### src/rtl/mul_unit_pipelined.sv
// mul_unit_pipelined: RV32M MUL/MULH/MULHSU/MULHU execution unit with a
// LATENCY-deep (2..4) valid/stall pipeline. Each stage advances when it is
// empty or when the stage after it advances. Bubbles therefore collapse
// behind a stalled output. The output stage is released by wb_ack.
// Optional feature macro: MUL_UNIT_PERF_EN adds the perf_issued and
// perf_stall counters and their ports.
module mul_unit_pipelined #(
    parameter int LATENCY  = 2,
    parameter int ID_WIDTH = 3
) (
    input  logic                clk,
    input  logic                rst,
    input  logic                issue_new_request,
    input  logic [2:0]          issue_fn3,
    input  logic [31:0]         issue_rs1,
    input  logic [31:0]         issue_rs2,
    input  logic [ID_WIDTH-1:0] issue_id,
    output logic                issue_ready,
    input  logic                wb_ack,
    output logic                wb_done,
    output logic [ID_WIDTH-1:0] wb_id,
    output logic [31:0]         wb_rd
`ifdef MUL_UNIT_PERF_EN
    ,
    output logic [31:0]         perf_issued,
    output logic [31:0]         perf_stall
`endif
);

    // per-stage control: valid, ID and high-word select
    logic [LATENCY-1:0]               vld_pipe;
    logic [LATENCY-1:0]               adv;
    logic [LATENCY-1:0][ID_WIDTH-1:0] id_pipe;
    logic [LATENCY-1:0]               hi_pipe;

    // S0 operands (33-bit sign/zero extended); S1.. carry the product
    logic [32:0]                      s0_a;
    logic [32:0]                      s0_b;
    logic [LATENCY-1:1][63:0]         prod_pipe;
    logic [63:0]                      s0_prod;
    logic                             adv_chain;

    logic                             rs1_signed;
    logic                             rs2_signed;

    assign rs1_signed = (issue_fn3 == 3'b001) || (issue_fn3 == 3'b010);
    assign rs2_signed = (issue_fn3 == 3'b001);

    // Only the low 64 bits of the 66-bit signed product are ever selected,
    // so the multiply is done modulo 2^64 on sign-extended operands.
    assign s0_prod = {{31{s0_a[32]}}, s0_a} * {{31{s0_b[32]}}, s0_b};

    // advance chain from the output stage back to S0
    always_comb begin
        adv_chain          = ~vld_pipe[LATENCY-1] | wb_ack;
        adv                = '0;
        adv[LATENCY-1]     = adv_chain;
        for (int i = LATENCY - 2; i >= 0; i--) begin
            adv_chain = ~vld_pipe[i] | adv_chain;
            adv[i]    = adv_chain;
        end
    end

    assign issue_ready = adv[0];

    // stage registers: load from the previous stage on advance, else hold
    always_ff @(posedge clk) begin
        if (rst) begin
            vld_pipe  <= '0;
            id_pipe   <= '0;
            hi_pipe   <= '0;
            s0_a      <= '0;
            s0_b      <= '0;
            prod_pipe <= '0;
        end else begin
            if (adv[0]) begin
                vld_pipe[0] <= issue_new_request;
                id_pipe[0]  <= issue_id;
                hi_pipe[0]  <= (issue_fn3 != 3'b000);
                s0_a        <= {rs1_signed & issue_rs1[31], issue_rs1};
                s0_b        <= {rs2_signed & issue_rs2[31], issue_rs2};
            end
            for (int i = 1; i < LATENCY; i++) begin
                if (adv[i]) begin
                    vld_pipe[i] <= vld_pipe[i-1];
                    id_pipe[i]  <= id_pipe[i-1];
                    hi_pipe[i]  <= hi_pipe[i-1];
                end
            end
            if (adv[1]) begin
                prod_pipe[1] <= s0_prod;
            end
            for (int i = 2; i < LATENCY; i++) begin
                if (adv[i]) begin
                    prod_pipe[i] <= prod_pipe[i-1];
                end
            end
        end
    end

    assign wb_done = vld_pipe[LATENCY-1];
    assign wb_id   = id_pipe[LATENCY-1];
    assign wb_rd   = hi_pipe[LATENCY-1] ? prod_pipe[LATENCY-1][63:32]
                                        : prod_pipe[LATENCY-1][31:0];

`ifdef MUL_UNIT_PERF_EN
    logic [31:0] perf_issued_r;
    logic [31:0] perf_stall_r;

    // accepted-request and output-stall counters, free-running with wrap
    always_ff @(posedge clk) begin
        if (rst) begin
            perf_issued_r <= '0;
            perf_stall_r  <= '0;
        end else begin
            if (issue_new_request & issue_ready) begin
                perf_issued_r <= perf_issued_r + 32'd1;
            end
            if (wb_done & ~wb_ack) begin
                perf_stall_r <= perf_stall_r + 32'd1;
            end
        end
    end

    assign perf_issued = perf_issued_r;
    assign perf_stall  = perf_stall_r;
`endif

endmodule
### config.mk
export PLATFORM = sky130hd
export DESIGN_NAME = mul_unit_pipelined
export DESIGN_NICKNAME = d
export VERILOG_FILES = /design/src/rtl/mul_unit_pipelined.sv
export SDC_FILE = /design/constraint.sdc
export NUM_CORES = 2
export LEC_CHECK = 0
export BUFFER_PORTS_ARGS = -buffer_cell sky130_fd_sc_hd__buf_2
export CAP_MARGIN = 0
export CORE_ASPECT_RATIO = 1.75
export CORE_UTILIZATION = 65
export CTS_BUF_LIST = sky130_fd_sc_hd__clkbuf_4
export DETAILED_ROUTE_END_ITERATION = 10
export PLACE_DENSITY_LB_ADDON = 0.3
export SLEW_MARGIN = 20
export SYNTH_ARGS = -nofsm -noshare
export SYNTH_HDL_FRONTEND = slang
export SYNTH_SLANG_ARGS = --single-unit
### constraint.sdc
create_clock -name clk -period 11.2 [get_ports clk]
set_input_delay 2.8 -clock clk [delete_from_list [all_inputs] [get_ports clk]]
set_output_delay 2.8 -clock clk [all_outputs]
set_load 0.05 [all_outputs]
# ---- Word level (Yosys, flattened, before mapping)
# Cells that the tools add are included.
dict set report word_totals {
  input_bits 74
  register_bits 140
  out_inout_bits 37
  wordCells 21
}
dict set report classes {
  n_mux 1
  reduce_logical 2
  n_eq_ne 2
  n_bitwise 6
  mul 1
}
# cell count
set ops {}
lappend ops {{$mul 33x33->64} 1}
lappend ops {{$mux 32} 1}
lappend ops {{$eq 3x1->1 const B} 1}
lappend ops {{$eq 3x2->1 const B} 1}
lappend ops {{$reduce_bool 3->1} 1}
lappend ops {{$and 1x1->1} 2}
lappend ops {{$not 1->1} 2}
lappend ops {{$or 1x1->1} 2}
lappend ops {{$logic_or 1x1->1} 1}

# ---- Depth between registers and ports, before layout
dict set report depth {
  word_depth 3
  ltp_mapped 30
  mapped_depth_nobuf 27
}

# ---- Worst setup path before layout
# OpenSTA, ideal clock, no wires.
dict set report synth_timing {
  path_kind {flip-flop to flip-flop}
  start {register s0_b[3]}
  end {register prod_pipe[61] (netlist name)}
  arrival_time_ps 7902
  path_stages_with_launch 29
  setup_slack_ps 3213
  cell_sequence {dfxtp_1 -> clkbuf_1 -> clkbuf_1 -> nand2_1 -> inv_1 -> fa_1 -> fa_1 -> fa_1 -> inv_1 -> fa_1 -> inv_1 -> fa_1 -> fa_1 -> fa_1 -> inv_1 -> fa_1 -> inv_1 -> ha_1 -> clkbuf_1 -> a21o_1 -> a21o_1 -> a21o_1 -> a21o_1 -> a21o_1 -> a21o_1 -> a21oi_1 -> o21ai_1 -> xnor2_1 -> o31ai_2}
}
dict set report synth_via {
  elab_chain_len 1
}
# item line
set synth_lines {}
lappend synth_lines {{from (decl)} 38} ;# logic [32:0] s0_b;
lappend synth_lines {{from (signal assigned)} 81} ;# s0_b <= {rs2_signed & issue_rs2[31], issue_rs2};
lappend synth_lines {{$mul 33x33->64} 51} ;# assign s0_prod = {{31{s0_a[32]}}, s0_a} * {{31{s0_b[32]}}, s0_b};
lappend synth_lines {{to (signal, indexed assignment)} 95} ;# prod_pipe[i] <= prod_pipe[i-1];
lappend synth_lines {{to (decl)} 39} ;# logic [LATENCY-1:1][63:0] prod_pipe;
# No other way between the ends.
# A chain may end at the register's enable or synchronous reset.

# ---- Worst setup path in the final report
dict set report layout_timing {
  start {register s0_b[12]}
  end {register prod_pipe[63] (netlist name)}
}
# The elaborated chain is that of the path after synthesis.

==> out/metrics.cfg <==
[worst_setup_path]
critical_path_class=register to register
crit_fanout=21
end_kind=register
max_stage_delay_ns=1.14
setup.worst_path.start_class=register
cp_common_cell=fa_1
path_depth=21
required_ns=11.86
worstSetupStartpoint=s0_b[12]
cpMaxStageDelayCell=dfxtp_1
reg2reg_from=s0_b[12]
cp_top_family=adder cells
path_buf_inv=2
cp.arrival_ns=9.61
cp_cell_sequence=buf_4 -> nand2_1 -> fa_1 -> fa_1 -> fa_1 -> inv_1 -> fa_1 -> fa_1 -> fa_1 -> fa_1 -> fa_1 -> ha_1 -> a21o_1 -> a21o_1 -> a211oi_1 -> o211ai_1 -> o21a_1 -> a21oi_1 -> nand2_1 -> mux2_1 -> a221oi_1
r2r_cells=21

[floorplanning]
core.rowCount=125
design.die.area_um2=68300
initial_core_util=0.657
pin_count=111
die_w_um=198
die_h_um=345
core-area_um2=66500

[global_routing]
grt_antenna_before_repair=8
use_met3=0.0569
grtUsageMet2=0.679
gr-total-overflow=0
grtUsageTotal=0.386
grt_max_degree=107
grt.busiest_layer=met2
grt_pass1_vias=36500
grt_pass1_wl_mm=193
grt_use_met1=0.395

[routing]
firstDrtPassIters=6
ant_nets=0
wirelength_mm=123
drt_iter0_markers=2338
drcViolationCount=0
vias_per_cell=5.87
vias=33000
routedWlPerCell_um=21.9

[finish]
nNetsFinal=6119
final_common_cell=fa_1
layout_common_cells=1,125 x fa_1, 1,089 x inv_1, 791 x nand2_1
layout-drive-gt1-share=0.0572
nFillCells=5295
stdcell_count=5615
area_growth_pct=3.11

[cts]
insertion_delay_ns=0.75
htreeDepth=4
cts.hold.buffers_added=0
cts_made_buffers=17
cts_tree=done
ctsResizeCount=0
clk_pin_slew_worst_paths_ns=0.17
cts-root-buf=clkbuf_4
clock_path_buffers=2
cts_setup_buffers=0
cts_sinks=140

[sta]
grt_setup_unrepaired=false
slew_viol_final=0
finalHoldViolations=0
whs_ns=0.460
worst_pin_slew_ns=1.24
setup_viol=0
setup_tns_ns=0
min_period_ns=8.96
max_freq_mhz=112
skew_ns=0.0419
fin_crit_sh=0.800
slew_headroom=0.174

[placed_design]
gp_congestion=0.976
hpwlAfterDp_mm=98.6
place_inst=5578
port_buffers=110

[logic_synthesis]
yosysTopAreaCell=fa_1
syn_inst=4810
synthDistinctLibCells=66
netlist.area_leader.share=0.516
async_flop_share=0
synthesis.area_um2=43700
synth_warnings=0
synth_top_flop_cell=dfxtp_1
synth.area.top_cells=fa_1 52%, inv_1 9.4%, and2_1 7.8%, nand2_1 6.8%, dfxtp_1 6.4%
syn-mean-instance-area_um2=9.08
ys_ff_latch=140
synth.net_count=6221
ys_seq_area_frac=0.0642
synth_edf_count=0

[power]
p_leak_uw=0.0230
vdd_drop_max_mv=0.273
powerDensity_nw_per_um2=187

[worst_hold_path]
hold_start=prod_pipe[5]
min_path_type=register to register
holdPathStages=2

[flow_run]
cap_violations=0

[run_status]
status=complete, no violations

[cell type report]
class | count | area, um2 | area share
inverter | 1090 | 4090 | 0.0909
timing repair buffer | 168 | 992 | 0.0220
tap | 889 | 1110 | 0.0247
clock buffer | 17 | 128 | 0.00283
sequential | 140 | 2830 | 0.0628
clock inverter | 15 | 170 | 0.00378
multi-input combinational | 3291 | 35700 | 0.793
antenna | 5 | 12.5 | 0.000278
[where the power goes]
group | leakage (uW) | switching, uW | internal [uW] | total (uW)
Sequential | 0.00117 | 138 | 620 | 758
Clock | 0.000155 | 276 | 122 | 398
Combinational | 0.0217 | 4560 | 2720 | 7280
[cell usage after synthesis, types with 3 or more instances]
cell type  count
nand2b_1      12
xor2_1        18
nand4_1       19
buf_1          8
o211ai_1       6
inv_1       1089
nand3_1       14
ha_1         212
nor2_1        53
nor4b_1        4
dfxtp_1      140
buf_4          3
xnor2_1       53
nor3_1        14
nand2_1      791
a21oi_1      169
o21ai_1        6
nand3b_1       3
nor4_1         4
a211o_1        5
or3_1          5
and3_1         4
a211oi_1      23
nor2b_1       30
a32o_1         3
o21a_1        10
and2_1       546
a221oi_1       3
fa_1        1125
o31ai_1        4
mux2_2        32
o21bai_1      13
a21o_1        39
clkbuf_1     277
a31oi_1        5
o21ai_0       28
[worst paths after layout]
| path | to | slack [ns] |
|---|---|---|
| max | prod_pipe[63] | 2.24 |
| min reg2reg | prod_pipe[5] | 0.46 |
| max reg2reg | prod_pipe[63] | 2.24 |
| min | prod_pipe[5] | 0.46 |
[state kept, by name (all words and copies together), names as in the netlist]
signal and flops:
id_pipe 3, wb_id 3, vld_pipe 2, hi_pipe 2
s0_b 33, prod_pipe 64, s0_a 33
[through the flow]
| step | total power (uW) | worst slack [ns] | area [um2] | utilization |
|---|---|---|---|---|
| 2_1_floorplan | 5760 | 3.21 | 43700 | - |
| 3_3_place_gp | 7850 | 2.41 | 44700 | 0.673 |
| 3_5_place_dp | 7940 | 2.32 | 44700 | 0.673 |
| 4_1_cts | 8390 | 2.27 | 45000 | 0.677 |
| 5_1_grt | 9160 | 1.73 | 45000 | 0.677 |
| 6_report | 8430 | 2.24 | 45000 | 0.677 |
[worst min-delay path: stages (launching register included)]
cell	delay, ns
dfxtp_1	0.34
nand2_1	0.05
a21oi_1	0.05
[metal layers]
metal	vias up	wire (um)
met5	-	0
met4	0	13700
met3	710	8350
met2	1696	64000
met1	16900	36800
li1	13700	-
[logic make-up (layout without fill, tap and decap cells)]
| logic type | Yosys count | in the layout | share of synthesized area |
|---|---|---|---|
| other | 0 | 5 | 0 |
| and+or+nand+nor | 1504 | 1504 | 0.167 |
| xor gates and xnor gates | 71 | 71 | 0.0142 |
| buffers and inverters | 1379 | 1290 | 0.119 |
| adders and majority gates | 1337 | 1337 | 0.577 |
| DFF | 140 | 140 | 0.0642 |
| AOI/OAI and AO/OA | 344 | 344 | 0.0504 |
| muxes | 35 | 35 | 0.00900 |
Power figures use the tool's default switching activity.
